$ cat src/rtl/uart_rx_core.sv
// Parametrised UART receiver: 2-flop input sync, false-start rejection, valid/ready output with
// framing/overrun flags. Define UART_RX_PARITY_EN to add a parity bit (odd/even via PARITY_ODD).
module uart_rx_core #(
    parameter int CLK_FREQ   = 50_000_000,
    parameter int UART_BAUD  = 115200,
    parameter int DATA_BITS  = 8,
    parameter int STOP_BITS  = 1,
    parameter int PARITY_ODD = 0
) (
    input  logic                 clk_in,
    input  logic                 rst_n_in,
    input  logic                 uart_rx_path,
    output logic [DATA_BITS-1:0] rx_data,
    output logic                 rx_valid,
    input  logic                 rx_ready,
    output logic                 frame_err,
    output logic                 parity_err,
    output logic                 overrun,
    input  logic                 overrun_clr,
    output logic                 busy
);

    localparam int          BAUD_DIV  = CLK_FREQ / UART_BAUD;
    localparam int          HALF_DIV  = BAUD_DIV / 2;
    localparam logic [15:0] BAUD_LAST = 16'(BAUD_DIV - 1);
    localparam logic [15:0] HALF_LAST = 16'(HALF_DIV - 1);
    localparam logic [3:0]  DATA_LAST = 4'(DATA_BITS - 1);
    localparam logic [3:0]  STOP_LAST = 4'(STOP_BITS - 1);

    if (DATA_BITS < 5 || DATA_BITS > 9 || (STOP_BITS != 1 && STOP_BITS != 2) ||
        (PARITY_ODD != 0 && PARITY_ODD != 1)) begin : g_bad_cfg
        $error("uart_rx_core: illegal DATA_BITS/STOP_BITS/PARITY_ODD");
    end

    typedef enum logic [2:0] {
        IDLE, START, DATA, STOP
`ifdef UART_RX_PARITY_EN
        , PARITY
`endif
    } state_t;

    state_t               state, state_nxt;
    logic [15:0]          cnt, cnt_nxt;
    logic [3:0]           idx, idx_nxt;
    logic [DATA_BITS-1:0] shift, shift_nxt;
    logic                 ferr_pend, ferr_nxt;
    logic                 done_p0, done_nxt;
    logic                 rx_meta_p0, rx_s;
`ifdef UART_RX_PARITY_EN
    localparam logic      PAR_INV = 1'(PARITY_ODD);
    logic                 perr_pend, perr_nxt;
`endif

    // Input synchroniser: the line idles high, so the flops reset to 1
    always_ff @(posedge clk_in or negedge rst_n_in) begin
        if (!rst_n_in) begin
            rx_meta_p0 <= 1'b1;
            rx_s       <= 1'b1;
        end else begin
            rx_meta_p0 <= uart_rx_path;
            rx_s       <= rx_meta_p0;
        end
    end

    always_ff @(posedge clk_in or negedge rst_n_in) begin
        if (!rst_n_in) begin
            state     <= IDLE;
            cnt       <= '0;
            idx       <= '0;
            shift     <= '0;
            ferr_pend <= 1'b0;
            done_p0   <= 1'b0;
`ifdef UART_RX_PARITY_EN
            perr_pend <= 1'b0;
`endif
        end else begin
            state     <= state_nxt;
            cnt       <= cnt_nxt;
            idx       <= idx_nxt;
            shift     <= shift_nxt;
            ferr_pend <= ferr_nxt;
            done_p0   <= done_nxt;
`ifdef UART_RX_PARITY_EN
            perr_pend <= perr_nxt;
`endif
        end
    end

    always_comb begin
        state_nxt = state;
        cnt_nxt   = cnt + 16'd1;
        idx_nxt   = idx;
        shift_nxt = shift;
        ferr_nxt  = ferr_pend;
        done_nxt  = 1'b0;
`ifdef UART_RX_PARITY_EN
        perr_nxt  = perr_pend;
`endif
        case (state)
            IDLE: begin
                cnt_nxt = '0;
                idx_nxt = '0;
                if (!rx_s) state_nxt = START;
            end
            START: begin
                if (cnt == HALF_LAST) begin
                    cnt_nxt   = '0;
                    idx_nxt   = '0;
                    ferr_nxt  = 1'b0;
`ifdef UART_RX_PARITY_EN
                    perr_nxt  = 1'b0;
`endif
                    state_nxt = rx_s ? IDLE : DATA;
                end
            end
            DATA: begin
                if (cnt == BAUD_LAST) begin
                    cnt_nxt   = '0;
                    shift_nxt = {rx_s, shift[DATA_BITS-1:1]};
                    idx_nxt   = idx + 4'd1;
                    if (idx == DATA_LAST) begin
                        idx_nxt = '0;
`ifdef UART_RX_PARITY_EN
                        state_nxt = PARITY;
`else
                        state_nxt = STOP;
`endif
                    end
                end
            end
`ifdef UART_RX_PARITY_EN
            PARITY: begin
                if (cnt == BAUD_LAST) begin
                    cnt_nxt   = '0;
                    perr_nxt  = rx_s ^ (^shift) ^ PAR_INV;
                    state_nxt = STOP;
                end
            end
`endif
            STOP: begin
                if (cnt == BAUD_LAST) begin
                    cnt_nxt  = '0;
                    ferr_nxt = ferr_pend | ~rx_s;
                    idx_nxt  = idx + 4'd1;
                    // Back to IDLE at mid-stop so an immediately following start bit is caught
                    if (idx == STOP_LAST) begin
                        idx_nxt   = '0;
                        done_nxt  = 1'b1;
                        state_nxt = IDLE;
                    end
                end
            end
            default: state_nxt = IDLE;
        endcase
    end

    // Output stage: a completing frame is dropped (and overrun raised) if the old word is still held
    always_ff @(posedge clk_in or negedge rst_n_in) begin
        if (!rst_n_in) begin
            rx_data   <= '0;
            rx_valid  <= 1'b0;
            frame_err <= 1'b0;
            overrun   <= 1'b0;
        end else begin
            if (done_p0 && (!rx_valid || rx_ready)) begin
                rx_data   <= shift;
                frame_err <= ferr_pend;
                rx_valid  <= 1'b1;
            end else if (rx_valid && rx_ready) begin
                rx_valid  <= 1'b0;
            end
            if (done_p0 && rx_valid && !rx_ready) overrun <= 1'b1;
            else if (overrun_clr)                 overrun <= 1'b0;
        end
    end

`ifdef UART_RX_PARITY_EN
    always_ff @(posedge clk_in or negedge rst_n_in) begin
        if (!rst_n_in)                               parity_err <= 1'b0;
        else if (done_p0 && (!rx_valid || rx_ready)) parity_err <= perr_pend;
    end
`else
    assign parity_err = 1'b0;
`endif

    assign busy = (state != IDLE);

endmodule

$ cat config.mk
export PLATFORM = sky130hd
export DESIGN_NAME = uart_rx_core
export DESIGN_NICKNAME = d
export VERILOG_FILES = /design/src/rtl/uart_rx_core.sv
export SDC_FILE = /design/constraint.sdc
export NUM_CORES = 1
export LEC_CHECK = 0
export BUFFER_PORTS_ARGS = -buffer_cell sky130_fd_sc_hd__buf_4
export CAP_MARGIN = 15
export CORE_ASPECT_RATIO = 1.4
export CORE_MARGIN = 4
export CORE_UTILIZATION = 40
export CTS_CLUSTER_DIAMETER = 60
export DETAILED_ROUTE_END_ITERATION = 7
export HOLD_SLACK_MARGIN = 0.05
export PLACE_DENSITY_LB_ADDON = 0.12
export SETUP_SLACK_MARGIN = 0.02
export SLEW_MARGIN = 20
export SYNTH_ARGS = -nofsm -noshare
export SYNTH_HDL_FRONTEND = slang
export SYNTH_SLANG_ARGS = --single-unit
$ cat constraint.sdc
create_clock -name clk_in -period 2.8 [get_ports clk_in]
set_input_delay 0.56 -clock clk_in [delete_from_list [all_inputs] [get_ports clk_in]]
set_output_delay 0.56 -clock clk_in [all_outputs]
set_load 0.02 [all_outputs]
Word level (Yosys, flattened, before mapping)

Index checks and enable logic that the tools add are counted.

Add/sub/neg operators: 2
Equal/unequal tests: 12
Multiplexer cells: 27
Bitwise logic cells: 2
Reductions and logical operators: 19

Operators by type and width:

| operator                | count |
|---|---|
| $pmux W16 S3            | 1 |
| $mux W16                | 2 |
| $mux W4                 | 5 |
| $mux W3                 | 6 |
| $add A16 B1 Y16 const B | 1 |
| $eq A16 B8 Y1 const B   | 1 |
| $eq A16 B9 Y1 const B   | 1 |
| $pmux W4 S4             | 1 |
| $ne A2 B2 Y1 const B    | 6 |
| $pmux W3 S4             | 1 |
| $mux W1                 | 9 |
| $eq A3 B2 Y1 const B    | 2 |
| $reduce_and A6 Y1       | 1 |
| $reduce_bool A2 Y1      | 3 |
| $add A4 B1 Y4 const B   | 1 |
| $eq A4 B3 Y1 const B    | 1 |
| $logic_and A1 B1 Y1     | 4 |
| $logic_not A4 Y1        | 1 |
| $reduce_and A4 Y1       | 1 |
| $reduce_bool A4 Y1      | 1 |
| $eq A3 B1 Y1 const B    | 1 |
| $logic_not A3 Y1        | 1 |
| $reduce_and A3 Y1       | 1 |
| $reduce_bool A3 Y1      | 1 |
| other kinds (8)         | 9 |

Register bits after elaboration: 46
Output and inout port bits: 13
Logic and storage cells: 74

Depth between registers and ports, before layout

Depth in word-level cells: 4
Mapped depth: 8

Worst setup path before layout

OpenSTA, ideal clock, no wires.

Path type: flip-flop to flip-flop
Start: reg cnt[12]
End: reg idx[0]
Library setup time: 0.125 ns
Arrival time: 2.068 ns
Data required time: 2.675 ns
Path slack: 0.607 ns
Stages on the path, launching flop included: 5
Path buffers: 0
Clock period less this slack: 2.193 ns
Cells stage by stage: dfrtp_1 or4_4 or4_4 a21oi_4 mux2_2

Word-level cells in the longest chain between the ends: 3
Elaborated cells on any way between the ends: 6

RTL lines:

| item                                                  | RTL line      | text |
|---|---|---|
| start, declared                                       | 43            | `logic [15:0] cnt, cnt_nxt;` |
| start signal, assigned                                | 78            | `cnt <= cnt_nxt;` |
| $eq A16 B9 Y1 / $eq A16 B8 Y1 (equally long branches) | 117, 141, 106 |  |
| $ne A2 B2 Y1 (no line)                                | -             |  |
| $reduce_and A4 Y1 (no line) *                         | -             |  |
| end signal, assigned                                  | 79            | `idx <= idx_nxt;` |
| end, declared                                         | 44            | `logic [3:0] idx, idx_nxt;` |

Every way passes the cells marked *; elsewhere a longest branch is shown, timed or not.
A chain may end at the register's enable or synchronous reset.

Final worst setup path

Ends and elaborated chain as after synthesis.

==> impl_metrics.ini <==
[floorplanning]
die_w_um = 71.0
fp.dieArea_um2 = 6830
die_y_um = 96.2
num_rows = 31
pin_count = 18
core_um2 = 5280
start_util_pct = 42.1

[placed_design]
port_buffers = 16
place.gp.congestion = 0.879
dp_hpwl_um = 3030

[run]
cap_violations = 0

[clock_tree]
cts_setup_buffers = 0
ctsHoldBuffers = 0
numCtsBuffers = 5
clkSinkCount = 45
h-tree-depth = 2
cts_resized = 0
root_buffer = clkbuf_8
clk_latency_ps = 300
cts_tree = yes
cts_buffer_depth = 2
path_clk_slew_ps = 90

[synth]
synth_cell_types = 48
yosys_warnings = 0
ys_seq_area_share_pct = 50.8
netlist_instances = 193
syn_area_um2 = 2220
synth_nets = 208
synth_seq_cells = 45
syn_avg_cell_area_um2 = 11.5
synth_edf_count = 0
async_flop_share_pct = 100
synth_ff_type = dfrtp_1

[sta]
hold_violations = 0
rsz0062_at_grt = false
min_period_ps = 2340
fin_skew_ps = 9.72
setup_viol = 0
setup-tns-final_ps = 0
fmax_mhz = 428
drv_slew = 0
worst_pin_slew_ps = 550
post-route-period-util_pct = 83.4
slew_headroom_pct = 63.3

[cells_and_area]
nFillCells = 504
drive_above_1_share_pct = 23.5
layout.nets = 227
diodes = 0
multi_input_area_um2 = 1010
final_cell_mix = 43 x dfrtp_1, 18 x mux2_2, 17 x buf_4, 14 x nor2_1, 13 x inv_1
layout_commonest_cell = dfrtp_1
seq_area_um2 = 1130
area_growth_pct = 12.8

[routing]
drt-total-wl_um = 4190
first_pass_iters = 6
vias = 1532
remaining_drc_errors = 0
ant_nets = 0
wl_per_cell_um = 15.0
vias_per_cell = 5.49
drt_iter0_drc = 98

[critical_path]
critPathMaxStageDelay_ps = 600
cp.arrival_ps = 2520
path_cells = or4_4 -> or4_4 -> a21oi_4 -> mux2_2
cp_common_cell = or4_4
cp_num_buf_inv = 0
cp_data_required_time_ps = 2980
path_max_fanout = 6
cp-start-kind = register
path_delay_family = simple AND/OR/NAND/NOR gates
critPathSlowestCell = or4_4
critPathCaptureType = register
crit_type = register to register

[power_and_ir_drop]
p_per_area_nw_per_um2 = 463
max-vdd-ir-drop_uv = 294
total_power_w = 0.00116
leakage_nw = 1.18

[global_routing]
grt_pass1_vias = 1542
overflow = 0
gr-usage-all-layers_pct = 13.4
grt_pass1_wl_um = 7310
grt_max_degree = 46
antenna_found_initial = 0

[status]
status = complete, no violations

[hold_path]
hp-class = input port to async pin
## report_power, final
group	internal (W)	switching, W
Combinational	0.00000419	0.0000141
Sequential	0.000652	0.00000115
Clock	0.000268	0.000220
## cell type report
class | instances | area share, %
well taps | 66 | 3.30
repair buffers | 17 | 5.09
clock inverters | 2 | 1.55
inverters | 13 | 1.95
flip-flops and latches | 45 | 45.0
multi-input cells | 130 | 40.2
clock buffers | 6 | 2.90
## kinds of logic (layout without fill, tap and decap cells)
group                    after synthesis  after routing  synth area share (%)
multiplexers                          18             18                  9.12
AND/OR/NAND/NOR                       66             66                  17.9
flip-flops                            45             45                  50.8
XOR/XNOR                              10             10                  3.94
other                                  1              1                 0.169
AO/OA/AOI/OAI                         25             25                  8.56
adder cells (fa/ha/maj)               10             10                  5.63
buffers and inverters                 18             38                  3.89
## metrics by stage
step	instances	util [%]	setup WS, ps	hold slack [ps]	cell area, µm²
2_1_floorplan	193	-	607	264	2220
3_3_place_gp	271	45.4	524	347	2390
3_5_place_dp	271	45.4	488	350	2390
4_1_cts	279	47.5	461	267	2510
5_1_grt	279	47.5	389	292	2510
6_report	279	47.5	464	248	2510
## worst paths after layout
| path | start | to | slack [ps] | depth (start not counted) |
|---|---|---|---|---|
| max in group asynchronous | rst_n_in | rx_s | 2180 | 1 |
| worst min-delay path | rst_n_in | idx[2] | 250 | 1 |
| min in group clk_in | uart_rx_path | rx_meta_p0 | 360 | 1 |
| worst max register to register | cnt[12] | idx[0] | 460 | 4 |
| worst min register to register | rx_meta_p0 | rx_s | 360 | 0 |
| worst max-delay path | cnt[12] | idx[0] | 460 | 4 |
## registers in the layout (all words and copies together), names as in the netlist
register	count
idx	4
frame_err	1
overrun	1
rx_s	1
ferr_pend	1
shift	8
rx_data	8
rx_meta_p0	1
cnt	16
state	2
rx_valid	1
done_p0	1
## per-layer routing
layer	track usage (%)	part of all wire [%]	up-vias
met5	0	0	-
met4	5.33	2.0	0
met3	2.93	4.4	8
met2	23.5	51	39
met1	16.0	43	759
li1	-	-	726
## worst reg2reg max path: stages, from the launching register on
cell and delay [ps]:
dfrtp_1 420, or4_4 600, or4_4 600, a21oi_4 250, mux2_2 360
## cell usage after synthesis (2+ instances only)
| cell | count | area (µm²) |
|---|---|---|
| dfrtp_1 | 43 | 1080 |
| mux2_2 | 18 | 203 |
| nor2_1 | 14 | 52.6 |
| inv_1 | 13 | 48.8 |
| ha_1 | 10 | 125 |
| nand2_1 | 8 | 30.0 |
| and3_1 | 7 | 43.8 |
| nand3_1 | 6 | 30.0 |
| xor2_1 | 6 | 52.6 |
| nand4_1 | 5 | 31.3 |
| a21oi_1 | 4 | 20.0 |
| or3_1 | 4 | 25.0 |
| xnor2_1 | 4 | 35.0 |
| a211oi_1 | 3 | 22.5 |
| nor3_1 | 3 | 15.0 |
| o21ai_0 | 3 | 15.0 |
| or4_4 | 3 | 33.8 |
| and2_1 | 2 | 12.5 |
| buf_6 | 2 | 22.5 |
| clkbuf_1 | 2 | 7.51 |
| dfstp_2 | 2 | 52.6 |
| nor4_1 | 2 | 12.5 |
| nor4b_1 | 2 | 17.5 |
| o22ai_1 | 2 | 12.5 |
| o32ai_1 | 2 | 17.5 |
Note: power is estimated with default switching activity, not from simulation.
